==> config.mk <==
export PLATFORM = sky130hd
export DESIGN_NAME = wb_cmd_master_flat
export DESIGN_NICKNAME = d
export VERILOG_FILES = /design/src/rtl/wb_cmd_master_if.sv /design/src/rtl/wb_cmd_master.sv /design/src/flat_wrapper.sv
export SDC_FILE = /design/constraint.sdc
export NUM_CORES = 1
export LEC_CHECK = 0
export BUFFER_PORTS_ARGS = -buffer_cell sky130_fd_sc_hd__buf_2
export CORE_MARGIN = 2
export CORE_UTILIZATION = 50
export DETAILED_ROUTE_END_ITERATION = 10
export GPL_TIMING_DRIVEN = 1
export HOLD_SLACK_MARGIN = 0.08
export PLACE_DENSITY = 0.88
export SLEW_MARGIN = 10
export SYNTH_ARGS = -nofsm -noshare
export SYNTH_HDL_FRONTEND = slang
export SYNTH_SLANG_ARGS = --single-unit
==> constraint.sdc <==
create_clock -name wb_clk_i -period 3.1 [get_ports wb_clk_i]
set_clock_uncertainty 0.15 [all_clocks]
set_input_delay 0.155 -clock wb_clk_i [delete_from_list [all_inputs] [get_ports wb_clk_i]]
set_output_delay 0.155 -clock wb_clk_i [all_outputs]
set_load 0.02 [all_outputs]
==> src/rtl/wb_cmd_master_if.sv <==
// Command/response handshake plus Wishbone classic initiator signals of wb_cmd_master.
// master = the command master block, slave = whoever issues commands and models the bus slave.
interface wb_cmd_master_if;
  logic        cmd_val;
  logic        cmd_rdy;
  logic        cmd_we;
  logic [31:0] cmd_adr;
  logic [31:0] cmd_dat;
  logic [3:0]  cmd_sel;
  logic        rsp_val;
  logic        rsp_rdy;
  logic [31:0] rsp_dat;
  logic        rsp_err;
  logic        wbm_cyc_o;
  logic        wbm_stb_o;
  logic        wbm_we_o;
  logic [3:0]  wbm_sel_o;
  logic [31:0] wbm_adr_o;
  logic [31:0] wbm_dat_o;
  logic        wbm_ack_i;
  logic [31:0] wbm_dat_i;

  modport master (
    input  cmd_val, cmd_we, cmd_adr, cmd_dat, cmd_sel, rsp_rdy, wbm_ack_i, wbm_dat_i,
    output cmd_rdy, rsp_val, rsp_dat, rsp_err,
    output wbm_cyc_o, wbm_stb_o, wbm_we_o, wbm_sel_o, wbm_adr_o, wbm_dat_o
  );

  modport slave (
    output cmd_val, cmd_we, cmd_adr, cmd_dat, cmd_sel, rsp_rdy, wbm_ack_i, wbm_dat_i,
    input  cmd_rdy, rsp_val, rsp_dat, rsp_err,
    input  wbm_cyc_o, wbm_stb_o, wbm_we_o, wbm_sel_o, wbm_adr_o, wbm_dat_o
  );
endinterface

==> src/rtl/wb_cmd_master.sv <==
// Wishbone classic single-transfer initiator; rsp_val rises one cycle after ACK (or timeout).
// Backpressure: one command in flight; cmd_rdy stays low until the response is taken by rsp_rdy.
module wb_cmd_master #(
  parameter int TIMEOUT = 16,
  parameter int CNT_W   = 16
) (
  input  logic             wb_clk_i,
  input  logic             wb_rst_i,
  wb_cmd_master_if.master  bus,
  output logic [CNT_W-1:0] txn_cnt,
  output logic [7:0]       err_cnt
);

  localparam int TW = (TIMEOUT > 1) ? $clog2(TIMEOUT) : 1;

  typedef enum logic [1:0] {IDLE, BUS, RESP} state_t;

  typedef struct packed {
    logic        we;
    logic [3:0]  sel;
    logic [31:0] adr;
    logic [31:0] dat;
  } req_t;

  typedef struct packed {
    logic        err;
    logic [31:0] dat;
  } rsp_t;

  state_t           state_q, state_d;
  logic [TW-1:0]    timer_q, timer_d;
  logic             cyc_q, cyc_d;
  req_t             req_q, req_d;
  logic             rsp_val_q, rsp_val_d;
  rsp_t             rsp_q, rsp_d;
  logic [CNT_W-1:0] txn_q, txn_d;
  logic [7:0]       err_q, err_d;

  always_comb begin
    state_d   = state_q;
    timer_d   = timer_q;
    cyc_d     = cyc_q;
    req_d     = req_q;
    rsp_val_d = rsp_val_q;
    rsp_d     = rsp_q;
    txn_d     = txn_q;
    err_d     = err_q;
    case (state_q)
      IDLE: begin
        if (bus.cmd_val) begin
          req_d   = '{we: bus.cmd_we, sel: bus.cmd_sel, adr: bus.cmd_adr, dat: bus.cmd_dat};
          cyc_d   = 1'b1;
          timer_d = '0;
          state_d = BUS;
        end
      end
      BUS: begin
        // ACK is checked first so that an ACK on the last allowed cycle still completes normally
        if (bus.wbm_ack_i) begin
          cyc_d     = 1'b0;
          rsp_d     = '{err: 1'b0, dat: req_q.we ? 32'h0 : bus.wbm_dat_i};
          rsp_val_d = 1'b1;
          txn_d     = txn_q + CNT_W'(1);
          state_d   = RESP;
        end else if (timer_q == TW'(TIMEOUT - 1)) begin
          cyc_d     = 1'b0;
          rsp_d     = '{err: 1'b1, dat: 32'h0};
          rsp_val_d = 1'b1;
          err_d     = (err_q == 8'hFF) ? err_q : err_q + 8'd1;
          state_d   = RESP;
        end else begin
          timer_d = timer_q + TW'(1);
        end
      end
      RESP: begin
        if (bus.rsp_rdy) begin
          rsp_val_d = 1'b0;
          state_d   = IDLE;
        end
      end
      default: state_d = IDLE;
    endcase
  end

  always_ff @(posedge wb_clk_i) begin
    if (wb_rst_i) begin
      state_q   <= IDLE;
      timer_q   <= '0;
      cyc_q     <= 1'b0;
      req_q     <= '0;
      rsp_val_q <= 1'b0;
      rsp_q     <= '0;
      txn_q     <= '0;
      err_q     <= '0;
    end else begin
      state_q   <= state_d;
      timer_q   <= timer_d;
      cyc_q     <= cyc_d;
      req_q     <= req_d;
      rsp_val_q <= rsp_val_d;
      rsp_q     <= rsp_d;
      txn_q     <= txn_d;
      err_q     <= err_d;
    end
  end

  assign bus.cmd_rdy   = (state_q == IDLE) && !wb_rst_i;
  assign bus.wbm_cyc_o = cyc_q;
  assign bus.wbm_stb_o = cyc_q;
  assign bus.wbm_we_o  = req_q.we;
  assign bus.wbm_sel_o = req_q.sel;
  assign bus.wbm_adr_o = req_q.adr;
  assign bus.wbm_dat_o = req_q.dat;
  assign bus.rsp_val   = rsp_val_q;
  assign bus.rsp_dat   = rsp_q.dat;
  assign bus.rsp_err   = rsp_q.err;
  assign txn_cnt       = txn_q;
  assign err_cnt       = err_q;

endmodule

==> src/flat_wrapper.sv <==
// flat-port wrapper written by rule: the top's interface ports become plain ports
module wb_cmd_master_flat 
#(
  parameter int TIMEOUT = 16,
  parameter int CNT_W   = 16
)
  (wb_clk_i, wb_rst_i, txn_cnt, err_cnt, bus_cmd_val, bus_cmd_we, bus_cmd_adr, bus_cmd_dat, bus_cmd_sel, bus_rsp_rdy, bus_wbm_ack_i, bus_wbm_dat_i, bus_cmd_rdy, bus_rsp_val, bus_rsp_dat, bus_rsp_err, bus_wbm_cyc_o, bus_wbm_stb_o, bus_wbm_we_o, bus_wbm_sel_o, bus_wbm_adr_o, bus_wbm_dat_o);
  wb_cmd_master_if bus_i ();
  input  logic wb_clk_i;
  input  logic wb_rst_i;
  output logic [CNT_W-1:0] txn_cnt;
  output logic [7:0] err_cnt;
  input wire logic [$bits(bus_i.cmd_val)-1:0] bus_cmd_val;
  input wire logic [$bits(bus_i.cmd_we)-1:0] bus_cmd_we;
  input wire logic [$bits(bus_i.cmd_adr)-1:0] bus_cmd_adr;
  input wire logic [$bits(bus_i.cmd_dat)-1:0] bus_cmd_dat;
  input wire logic [$bits(bus_i.cmd_sel)-1:0] bus_cmd_sel;
  input wire logic [$bits(bus_i.rsp_rdy)-1:0] bus_rsp_rdy;
  input wire logic [$bits(bus_i.wbm_ack_i)-1:0] bus_wbm_ack_i;
  input wire logic [$bits(bus_i.wbm_dat_i)-1:0] bus_wbm_dat_i;
  output wire logic [$bits(bus_i.cmd_rdy)-1:0] bus_cmd_rdy;
  output wire logic [$bits(bus_i.rsp_val)-1:0] bus_rsp_val;
  output wire logic [$bits(bus_i.rsp_dat)-1:0] bus_rsp_dat;
  output wire logic [$bits(bus_i.rsp_err)-1:0] bus_rsp_err;
  output wire logic [$bits(bus_i.wbm_cyc_o)-1:0] bus_wbm_cyc_o;
  output wire logic [$bits(bus_i.wbm_stb_o)-1:0] bus_wbm_stb_o;
  output wire logic [$bits(bus_i.wbm_we_o)-1:0] bus_wbm_we_o;
  output wire logic [$bits(bus_i.wbm_sel_o)-1:0] bus_wbm_sel_o;
  output wire logic [$bits(bus_i.wbm_adr_o)-1:0] bus_wbm_adr_o;
  output wire logic [$bits(bus_i.wbm_dat_o)-1:0] bus_wbm_dat_o;
  assign bus_i.cmd_val = bus_cmd_val;
  assign bus_i.cmd_we = bus_cmd_we;
  assign bus_i.cmd_adr = bus_cmd_adr;
  assign bus_i.cmd_dat = bus_cmd_dat;
  assign bus_i.cmd_sel = bus_cmd_sel;
  assign bus_i.rsp_rdy = bus_rsp_rdy;
  assign bus_i.wbm_ack_i = bus_wbm_ack_i;
  assign bus_i.wbm_dat_i = bus_wbm_dat_i;
  assign bus_cmd_rdy = bus_i.cmd_rdy;
  assign bus_rsp_val = bus_i.rsp_val;
  assign bus_rsp_dat = bus_i.rsp_dat;
  assign bus_rsp_err = bus_i.rsp_err;
  assign bus_wbm_cyc_o = bus_i.wbm_cyc_o;
  assign bus_wbm_stb_o = bus_i.wbm_stb_o;
  assign bus_wbm_we_o = bus_i.wbm_we_o;
  assign bus_wbm_sel_o = bus_i.wbm_sel_o;
  assign bus_wbm_adr_o = bus_i.wbm_adr_o;
  assign bus_wbm_dat_o = bus_i.wbm_dat_o;
  wb_cmd_master #(.TIMEOUT(TIMEOUT), .CNT_W(CNT_W)) u_core (.wb_clk_i(wb_clk_i), .wb_rst_i(wb_rst_i), .bus(bus_i), .txn_cnt(txn_cnt), .err_cnt(err_cnt));
endmodule
* Yosys cells after proc, flatten, opt, wreduce, memory -nomap -nowiden
Cells that the tools add are included.
** Storage, ports and cells
- Flip-flop bits (word level) :: 134
- Input bits :: 106
- Word-level logic and storage cells :: 60
** Operators by class
- $add $sub $neg :: 3
- Eq/ne operators :: 9
- Muxes and demuxes :: 20
- Bitwise gates (word level) :: 2
- Reductions and logical operators :: 14
** Operators by type and width (number)
- $mux 33 :: 2
- $mux 32 :: 1
- $add 16x1->16 const B :: 1
- $mux 4 :: 3
- $reduce_and 3->1 :: 3
- $add 8x1->8 const B :: 1
- $eq 8x8->1 const B :: 1
- $mux 2 :: 4
- $ne 2x2->1 const B :: 4
- $pmux 4 s2 :: 1
- $reduce_and 4->1 :: 2
- $mux 1 :: 6
- $pmux 2 s3 :: 1
- $reduce_and 2->1 :: 3
- $reduce_bool 2->1 :: 3
- $add 4x1->4 const B :: 1
- $eq 4x4->1 const B :: 1
- $pmux 1 s2 :: 2
- $ne 3x2->1 const B :: 1
- $eq 2x1->1 const B :: 1
- $eq 2x2->1 const B :: 1
- $logic_not 2->1 :: 1
- $not 1->1 :: 2
- $logic_and 1x1->1 :: 1
- $logic_not 1->1 :: 1

* Logic depth before layout (Yosys ltp)
- Depth after elaboration :: 4
- Mapped depth :: 6
- Depth with buffers taken out :: 5

* Worst setup path before layout
OpenSTA, ideal clock, no wires.
- Path type :: register to register
- Start point :: reg u_core.err_q[0] (netlist: u_core.err_cnt[0])
- End point :: reg u_core.err_q[1] (netlist: u_core.err_cnt[1])
- Arrival :: 1.563 ns
- Setup slack :: 1.259 ns
- Cell stages (with the launch flop) :: 6
- Buffers on the path :: 0
- Period minus slack after synthesis :: 1.841 ns
- Path through :: dfxtp_1 ha_1 inv_1 o311ai_0 mux2i_1 nor2_1
** Between the ends
- Cells in the longest elaborated chain, start to end :: 3
- Elaborated cells on any way between the ends :: 4
- Those cells by class :: add/sub (1); eq/ne (1); bitwise (1); reduce/logical (1)
** Ends and longest elaborated chain
- start, declared :: line wb_cmd_master.sv:37 : logic [7:0] err_q, err_d;
- start signal, assigned :: line wb_cmd_master.sv:103 : err_q <= err_d;
- parallel branches: the longest is 3 deep, another holds $add 8x1->8
Parallel ways; which one is timed is not known.
A chain may end at the register's enable or synchronous reset.

* Worst setup path after layout
- Start point :: reg u_core.state_q[0]
- End point :: reg u_core.rsp_q (netlist bit u_core.bus.rsp_dat[13])
** Between the ends
- Cells in the longest elaborated chain, start to end :: 2
** Ends and longest elaborated chain
- start, declared :: line wb_cmd_master.sv:30 : state_t state_q, state_d;
- start signal, assigned :: line wb_cmd_master.sv:96 : state_q <= state_d;
- $eq 2x1->1 :: line wb_cmd_master.sv:48 : case (state_q)
- $reduce_and 2->1 (no source line)
- end signal, assigned :: line wb_cmd_master.sv:101 : rsp_q <= rsp_d;
- end, declared :: line wb_cmd_master.sv:35 : rsp_t rsp_q, rsp_d;
No other way between the ends.

==> results.toml <==
[floorplanning]
io_pins = 236
coreArea_um2 = 9684
die_height_um = 103.3
start_util_pct = 50.96
die_area_um2 = 10680
die_width_um = 103.3
row_count = 36

[synthesis]
async_flop_share_pct = 0
synth_cell_type_count = 41
syn_area_per_cell_um2 = 8.364
synth_cells = 590
ys_seq_area_share_pct = 54.36
synth_edf_count = 0
syn_nets = 699
synth_seq_cells = 134
synth_ff_type = "dfxtp_1"
syn-cell-area_um2 = 4935
yosys_warnings = 0

[grt]
overflow = 0
grt_util_all_layers_pct = 34.60
antenna_found_initial = 0
grt_pass1_vias = 5887
grt_max_degree = 55
grt_first_pass_wirelength_mm = 28.48

[min_path]
hold_class = "input port to flop"
worstHoldStart = "bus_rsp_rdy"
whs_path_depth = 3
worstHoldEndpoint = "u_core.bus.rsp_val"

[worst_setup_path]
timing.rr.end = "u_core.bus.rsp_dat[13]"
cp-end-kind = "flop"
ff2ff_path_depth = 6
crit_type = "flop to flop"
r2r-start = "u_core.state_q[0]"
arrival_ns = 2.86
critPathMaxFanout = 35
r2r_slack_ns = 0.49
worst_ep_required_time_ns = 3.35
critPathLaunchType = "flop"

[timing]
setup_viol = 0
rsz0062_at_grt = "no"
tightest_slew_ns = 0.9052
fin_crit_ns = 2.612
slew_violations = 0
fin_crit_sh_pct = 84.24
max_slew_margin_pct = 38.89
clock.fmax_ghz = 0.3829
whs_ns = 0.2444
hold_viol_final = 0
tns_ns = 0

[clocking]
cts_tree = "yes"
clk_latency_ns = 0.50
clk_pin_slew_ns = 0.07
clock_path_buffers = 2
cts_made_buffers = 17
htree_levels = 4
cts_sinks = 134
cts_root_buf = "clkbuf_8"
cts_setup_buffers = 0

[route]
via_per_inst = 5.557
avgRoutedWirePerCell_um = 18.11
drt_iter0_drc = 337
vias = 6085
wl_mm = 19.83
antenna_left = 0
drc = 0
drt_first_pass_iters = 8

[layout]
final_net_count = 1058
drive_above_1_share_pct = 29.21
n_antenna_cell = 0
fill_cells = 476
areaGrowthSynthToFinish_pct = 65.44
final_cell_mix = "buf_2, nand2_1, dlygate4sd3_1"
final_common_cell = "buf_2"
final_core_util_pct = 84.30

[pwr]
finalPower_mw = 4.487
powerDensity_nw_per_um2 = 549.6
vdd_ir_drop_max_mv = 0.4162
p_leak_nw = 3.790

[run_status]
status = "completed"

[placement]
port_buffers = 235
place_hpwl_mm = 8.618
gp_congestion = 0.8093

[job]
maxCapViolations = 0
-- per-stage QoR --
step,setup WS (ns),area [um2],cells
final,0.4885,8164,1095
after global routing,0.3776,8164,1095
after CTS,0.7485,8164,1095
after detailed placement,1.057,6191,923
after global placement,1.112,6191,923
after floorplan,1.259,4935,590
-- sequential cells by signal, indices dropped and copies added (netlist names) --
name,cells
u_core.err_cnt,8
u_core.bus.wbm_adr_o,32
u_core.bus.wbm_dat_o,32
u_core.bus.wbm_cyc_o,1
u_core.bus.rsp_val,1
u_core.state_q,2
u_core.bus.wbm_we_o,1
u_core.timer_q,4
u_core.bus.rsp_dat,32
u_core.txn_cnt,16
u_core.bus.rsp_err,1
u_core.bus.wbm_sel_o,4
-- cell type report --
| cell class | count | area [um2] | area share, % |
|---|---|---|---|
| tap | 133 | 166.4 | 2.038 |
| inverter | 5 | 18.77 | 0.2299 |
| clock inverter | 15 | 157.7 | 1.931 |
| clock buffer | 17 | 414.1 | 5.073 |
| sequential | 134 | 2683 | 32.86 |
| timing repair buffer | 382 | 2658 | 32.55 |
| multi-input combinational | 409 | 2067 | 25.32 |
-- power breakdown --
group / total [mW] / switching (mW) / internal, mW
registers: 1.85 / 0.0511 / 1.80
logic: 0.660 / 0.369 / 0.291
clock network: 1.98 / 0.870 / 1.11
total: 4.49 / 1.29 / 3.20
-- kinds of logic after synthesis --
group | share of synthesized area [%]
buffers and inverters | 4.031
flip-flops | 54.36
XOR/XNOR | 1.420
adder cells (fa/ha/maj) | 0.7607
AO/OA/AOI/OAI | 16.71
multiplexers | 0.6085
AND/OR/NAND/NOR | 22.11
-- routing by layer --
layer / GRT usage (%) / vias to the layer above / part of all wire (%)
met4: 22.06 / 0 / 6.4
li1: - / 2724 / -
met3: 7.728 / 121 / 7.7
met1: 36.55 / 2816 / 36
met2: 61.89 / 424 / 50
met5: 0 / - / 0
-- worst max-delay path, cell delays in order (launching register included) --
cell	delay, ns
dfxtp_1	0.46
nor2b_1	0.56
o21ai_2	0.11
buf_4	0.28
a22oi_1	0.25
nor2_1	0.09
dlygate4sd3_1	0.60
-- worst max path at each step --
stage	endpoint	slack, ns	depth (start not counted)	from
CTS	u_core.bus.rsp_dat[13]	0.75	6	u_core.state_q[0]
finish	u_core.bus.rsp_dat[13]	0.49	6	u_core.state_q[0]
global route	u_core.bus.rsp_dat[29]	0.38	6	u_core.state_q[0]
floorplan	u_core.err_cnt[1]	1.26	5	u_core.err_cnt[0]
detailed placement	u_core.err_cnt[6]	1.06	4	u_core.state_q[0]
global placement	u_core.err_cnt[6]	1.11	4	u_core.state_q[0]
-- what timing repair did --
action / in CTS / in global routing
hold buffers: 140 / 0
setup endpoints to repair: 0 / 0
hold endpoints to repair: 114 / 0
gates resized for setup: 0 / 0
-- cells in the mapped netlist, types with 5 or more instances --
master    instances  area, um2
clkbuf_1         36      135.1
nand3_1          10      50.05
a22oi_1          32      240.2
o21ai_0          12      60.06
or3_1             9      56.30
a21oi_1          88      440.4
nor3_1            5      25.02
nand2_1         150      563.0
dfxtp_1         134       2683
nand4_1           7      43.79
inv_1             5      18.77
xor2_1            5      43.79
nor2_1           48      180.2
No activity file was read; power rests on OpenSTA's default activity.
